--- src/rtl/proc_control_unit.sv ---
// Control FSM for the 9-bit simple processor: holds IR and sequences
// mv/mvi/add/sub over T0..T3 by driving bus-source selects and load enables.
module proc_control_unit #(
    parameter int unsigned WIDTH = 9
) (
    input  logic             Clock,
    input  logic             Reset,
    input  logic             Run,
    input  logic [WIDTH-1:0] Din,
    output logic [9:0]       bus_sel,
    output logic [7:0]       Rin,
    output logic             IRin,
    output logic             Ain,
    output logic             Gin,
    output logic             AddSub,
    output logic             Done,
    output logic [1:0]       step,
    output logic [WIDTH-1:0] ir
);

    localparam int unsigned SEL_W = 10;
    localparam int unsigned REG_N = 8;

    localparam logic [2:0] OP_MV  = 3'b000;
    localparam logic [2:0] OP_MVI = 3'b001;
    localparam logic [2:0] OP_ADD = 3'b010;
    localparam logic [2:0] OP_SUB = 3'b011;

    localparam logic [SEL_W-1:0] SEL_GOUT   = SEL_W'(2);
    localparam logic [SEL_W-1:0] SEL_DINOUT = SEL_W'(1);

    typedef enum logic [1:0] {
        T0 = 2'd0,
        T1 = 2'd1,
        T2 = 2'd2,
        T3 = 2'd3
    } state_e;

    state_e           state_q, state_d;
    logic [WIDTH-1:0] ir_q, ir_d;

    logic [2:0] op, rx, ry;
    logic       is_addsub;

    assign op        = ir_q[8:6];
    assign rx        = ir_q[5:3];
    assign ry        = ir_q[2:0];
    assign is_addsub = (op == OP_ADD) || (op == OP_SUB);

    // R0out sits in the MSB of bus_sel, R7out just above Gout.
    function automatic logic [SEL_W-1:0] r_out(input logic [2:0] idx);
        return SEL_W'(10'b10_0000_0000) >> idx;
    endfunction

    function automatic logic [REG_N-1:0] r_in(input logic [2:0] idx);
        return REG_N'(1) << idx;
    endfunction

    always_ff @(posedge Clock) begin
        if (Reset) begin
            state_q <= T0;
            ir_q    <= '0;
        end else begin
            state_q <= state_d;
            ir_q    <= ir_d;
        end
    end

    always_comb begin
        state_d = state_q;
        ir_d    = ir_q;
        bus_sel = '0;
        Rin     = '0;
        IRin    = 1'b0;
        Ain     = 1'b0;
        Gin     = 1'b0;
        AddSub  = 1'b0;
        Done    = 1'b0;
        step    = state_q;
        ir      = ir_q;

        case (state_q)
            T0: begin
                IRin = Run;
                if (Run) begin
                    ir_d    = Din;
                    state_d = T1;
                end
            end
            T1: begin
                case (op)
                    OP_MV: begin
                        bus_sel = r_out(ry);
                        Rin     = r_in(rx);
                        Done    = 1'b1;
                        state_d = T0;
                    end
                    OP_MVI: begin
                        bus_sel = SEL_DINOUT;
                        Rin     = r_in(rx);
                        Done    = 1'b1;
                        state_d = T0;
                    end
                    OP_ADD, OP_SUB: begin
                        bus_sel = r_out(rx);
                        Ain     = 1'b1;
                        state_d = T2;
                    end
                    default: begin
                        Done    = 1'b1;
                        state_d = T0;
                    end
                endcase
            end
            T2: begin
                state_d = T0;
                if (is_addsub) begin
                    bus_sel = r_out(ry);
                    Gin     = 1'b1;
                    AddSub  = op[0];
                    state_d = T3;
                end
            end
            T3: begin
                state_d = T0;
                if (is_addsub) begin
                    bus_sel = SEL_GOUT;
                    Rin     = r_in(rx);
                    Done    = 1'b1;
                end
            end
            default: begin
                step    = 2'd0;
                state_d = T0;
            end
        endcase

        // Reset cycle silences every output, aborting any instruction in flight.
        if (Reset) begin
            bus_sel = '0;
            Rin     = '0;
            IRin    = 1'b0;
            Ain     = 1'b0;
            Gin     = 1'b0;
            AddSub  = 1'b0;
            Done    = 1'b0;
            step    = 2'd0;
            ir      = '0;
        end
    end

endmodule

--- config.mk ---
export PLATFORM = sky130hd
export DESIGN_NAME = proc_control_unit
export DESIGN_NICKNAME = d
export VERILOG_FILES = /design/src/rtl/proc_control_unit.sv
export SDC_FILE = /design/constraint.sdc
export NUM_CORES = 1
export LEC_CHECK = 0
export CAP_MARGIN = 20
export CELL_PAD_IN_SITES_DETAIL_PLACEMENT = 1
export CELL_PAD_IN_SITES_GLOBAL_PLACEMENT = 2
export CORE_ASPECT_RATIO = 1.75
export CORE_MARGIN = 10
export CORE_UTILIZATION = 20
export DETAILED_ROUTE_END_ITERATION = 8
export PLACE_DENSITY_LB_ADDON = 0.1
export SLEW_MARGIN = 15
export SYNTH_ARGS = -nofsm -noshare
export SYNTH_HDL_FRONTEND = slang
export SYNTH_SLANG_ARGS = --single-unit
export TNS_END_PERCENT = 50
--- constraint.sdc ---
create_clock -name Clock -period 3.15 [get_ports Clock]
set_input_delay 0.63 -clock Clock [delete_from_list [all_inputs] [get_ports Clock]]
set_output_delay 0.63 -clock Clock [all_outputs]
set_load 0.005 [all_outputs]
# --- After elaboration in Yosys (flattened, before gate mapping) ---
# Index checks and enable logic that the tools add are counted.
totals:
  ff_bits: 11
  romBits: 0
  n_memories: 0
  ramBits: 0
  latchBits: 0
  input_bits: 12
  wordCells: 47
classes:
  n_shift: 3
  n_reduce_logical: 6
  n_mul: 0
  muxes: 29
  n_lt_le_gt_ge: 0
  n_bitwise: 0
  addsub: 0
  n_eq_ne: 7
  div: 0
ops:
  columns: ["cell", "count"]
  rows:
  - ["one-hot mux 10 bit (3 select lines)", 2]
  - ["2-to-1 mux 8 bit", 3]
  - ["2-to-1 mux 10 bit", 2]
  - [">> shifter 10 x 3 -> 10 bit, first input constant", 2]
  - ["one-hot mux 8 bit (2 select lines)", 1]
  - ["2-to-1 mux 1 bit", 13]
  - ["2-to-1 mux 2 bit", 5]
  - ["2-to-1 mux 9 bit", 1]
  - ["one-hot mux 2 bit (4 select lines)", 1]
  - ["<< shifter 1 x 3 -> 8 bit, first input constant", 1]
  - ["equality test 3 x 2 -> 1 bit, second input constant", 2]
  - ["equality test 2 bit, second input constant", 2]
  - ["OR reduction 2 bit", 2]
  - ["equality test 3 x 1 -> 1 bit, second input constant", 1]
  - ["logical NOT 3 bit", 1]
  - ["equality test 2 x 1 -> 1 bit, second input constant", 1]
  - ["logical NOT 2 bit", 1]
  - ["inequality test 2 bit, second input constant", 1]
  - ["one-hot mux 1 bit (2 select lines)", 1]
  - ["AND reduction 2 bit", 1]
  - ["logical OR 1 bit", 1]

# --- Depth between registers and ports, before layout ---
depth:
  ltp_word: 5
  ltp_mapped: 5
  depth_no_buf: 4

# --- Least setup slack after synthesis ---
# Ideal clock, no wire load.
synth_timing:
  path_type: "input to output"
  startpoint: "input port Reset"
  endpoint: "output port bus_sel[6]"
  path_slack_ns: 1.009
  arrival_time_ns: 1.511
  stages: 3
  required_time_ns: 2.520
  path_cell_list: "nand2b_2 or4_4 o22ai_1"
synth_between:
  elab_chain_cells: 1
synth_lines:
  columns: ["item", "line_no", "source"]
  rows:
  - ["start, declared", "7", "input logic Reset,"]
  - ["2-to-1 mux 10 bit", "139", "if (Reset) begin"]
  - ["end, declared", "10", "output logic [9:0] bus_sel,"]
# No other way between the ends.

# --- Worst setup path in the final report ---
layout_timing:
  startpoint: "input port Reset"
  endpoint: "output port Rin[1]"
layout_between:
  elab_chain_cells: 1
layout_lines:
  columns: ["item", "line_no", "source"]
  rows:
  - ["2-to-1 mux 8 bit", "139", null]
  - ["end, declared", "11", "output logic [7:0] Rin,"]
# No other way between the ends.

==> impl_metrics.json <==
{
  "syn_inst": 89,
  "crit_arrival_ps": 2430,
  "synth-seq-cells": 11,
  "rrSetupSlack_ps": 1670,
  "clock-root-buffer": "clkbuf_8",
  "clkTransAtPathRegs_ps": 60,
  "hpwl_um": 2520,
  "firstDrtPassIters": 3,
  "slew_violations": 0,
  "die_h_um": 102,
  "seq_power_share_pct": 39.6,
  "synth-edff-count": 0,
  "dp_slack_ps": -46.4,
  "r2r_start": "state_q[1]",
  "grt-ovfl-total": 0,
  "gp_congestion": 0.737,
  "fp-row-count": 29,
  "reg2regPathDepth": 3,
  "first_global_vias": 955,
  "cts-buffers-inserted": 3,
  "core_area_sq_um": 3660,
  "grt_start_max_net_pins": 11,
  "post-route-util_pct": 36.6,
  "sw_frac_of_total_pct": 28.8,
  "seq_area_sq_um": 220,
  "clk_latency_ps": 240,
  "required_ps": 2520,
  "crit_path_start": "Reset",
  "avgSynthCellArea_sq_um": 8.53,
  "cap_violations": 0,
  "comb_power_share_pct": 26.4,
  "fin_nets": 152,
  "tns_ps": 0,
  "area_delta_synth_final_pct": 76.4,
  "clockBufferDepth": 2,
  "synth_top_cell_by_area": "dfxtp_1",
  "max_slew_margin_pct": 72.5,
  "whs_ps": 619,
  "ys_types": 27,
  "num_vias": 863,
  "hp-class": "reg2reg",
  "clock_sinks": 11,
  "vdd_drop_max_mv": 0.269,
  "outcome": "complete, no violations",
  "port_buffers": 45,
  "critical_path_class": "in2out",
  "clockPowerShare_pct": 34.0,
  "postCtsSetupRepairBufs": 0,
  "crit_fanout": 4,
  "ctsHoldBuffers": 0,
  "antenna_cells": 0,
  "ctsResizeCount": 5,
  "num-fill-cells": 445,
  "power_per_cell_area_nw_per_um2": 320,
  "skew_ps": 1.36,
  "route.detailed.wl_per_inst_um": 16.0,
  "die_area_sq_um": 6760,
  "synth_flop_cell": "dfxtp_1",
  "first_iter_violations": 8,
  "clock.fmax_mhz": 327,
  "die_x_um": 66.6,
  "num_io_pins": 46,
  "avgViaCountPerCell": 4.66,
  "groute.usage.overall_pct": 8.83,
  "cp-end-kind": "primary output",
  "static-leakage-power_nw": 0.552,
  "start_kind": "input port",
  "p_int_mw": 0.306,
  "routed_wl_um": 2970,
  "async_reset_ff_share_pct": 0,
  "period_needed_ps": 3060,
  "synth_warnings": 0,
  "ys_top_cells_by_count": "nor2_1, dfxtp_1, o22a_2",
  "synth_area_sq_um": 759,
  "synth.most_common_cell": "nor2_1",
  "post-route-period-util_pct": 97.0,
  "crit_end": "Rin[1]",
  "total_power_mw": 0.429,
  "synthTopCellsByArea": "dfxtp_1, o22a_2, nand2b_1",
  "rsz0062_at_grt": "false",
  "synth.yosys.seq_area_share_pct": 29.0,
  "cts_tree": "built",
  "p_switching_mw": 0.123,
  "worst_slew_pin_slew_ps": 412,
  "synth_top_area_share_pct": 29.0,
  "syn_nets": 101,
  "setup_viol": 0,
  "start_util_pct": 20.7,
  "multi_input_comb_area_sq_um": 515,
  "grt_pass1_wl_um": 4730,
  "cts_max_level": 1,
  "layout-drive-gt1-share_pct": 20.9,
  "setup_ws_ps": 93.1,
  "antenna_found_initial": 0,
  "antenna_left": 0,
  "hold_viol": 0,
  "drcViolationCount": 0,
  "rr_endpoint": "ir_q[7]"
}
[cell families after synthesis]
family / synth area share, %
XOR/XNOR: 2.31
flip-flops: 29.0
AND/OR/NAND/NOR: 39.5
buffers and inverters: 5.77
AO/OA/AOI/OAI: 23.4
[placed cells by master (no fill, tap or decap), types with 5 or more instances in the layout]
master,Yosys,layout
buf_4,0,5
clkdlybuf4s50_1,0,37
dfxtp_1,11,11
dlygate4sd2_1,0,5
nand2b_1,8,8
nor2_1,12,12
nor2b_1,8,8
o22a_2,9,9
[power by group through the flow]
| stage | Sequential (mW) | Clock [mW] | Combinational (mW) |
|---|---|---|---|
| finish | 0.170 | 0.146 | 0.113 |
| global route | 0.174 | 0.158 | 0.125 |
| CTS | 0.170 | 0.152 | 0.114 |
| detailed placement | 0.173 | 0 | 0.114 |
| global placement | 0.173 | 0 | 0.114 |
| floorplan | 0.164 | 0 | 0.0655 |
[worst min-delay path by stage]
stage	start	to	slack [ps]	cells after the start
finish	state_q[0]	state_q[1]	620	2
global route	state_q[0]	state_q[1]	670	2
CTS	state_q[0]	state_q[1]	610	2
detailed placement	state_q[0]	state_q[1]	590	2
global placement	state_q[0]	state_q[1]	600	2
floorplan	state_q[0]	state_q[1]	550	2
[per-stage QoR]
step | instance area [sq um] | std cells
6_report | 1340 | 185
5_1_grt | 1340 | 185
3_3_place_gp | 1270 | 181
4_1_cts | 1310 | 185
2_1_floorplan | 759 | 89
3_5_place_dp | 1270 | 181
[per-layer routing]
metal  routed length [um]  vias to the layer above  global-route usage (%)
li1                     -                      426                       -
met4                   18                        0                    2.43
met1                 1030                      410                    7.77
met3                  229                        2                    3.76
met5                    0                        -                       0
met2                 1690                       25                    17.2
[worst max-delay path, cell delays in order]
cell and delay, ps:
clkdlybuf4s50_1 460, nand2b_4 180, or4b_4 510, nor2_1 120
clkdlybuf4s50_1 520
[registers in the layout, summed over array words and instances, names as in the netlist]
| register | count |
|---|---|
| ir_q | 9 |
| state_q | 2 |
[layout make-up]
cell class                 count  area share, %
clock inverter                 1          0.373
inverter                       3          0.840
sequential                    11           16.4
tap                           46           4.30
timing repair buffer          50           36.5
clock buffer                   3           3.08
multi-input combinational     71           38.5
No activity file was read; power rests on OpenSTA's default activity.
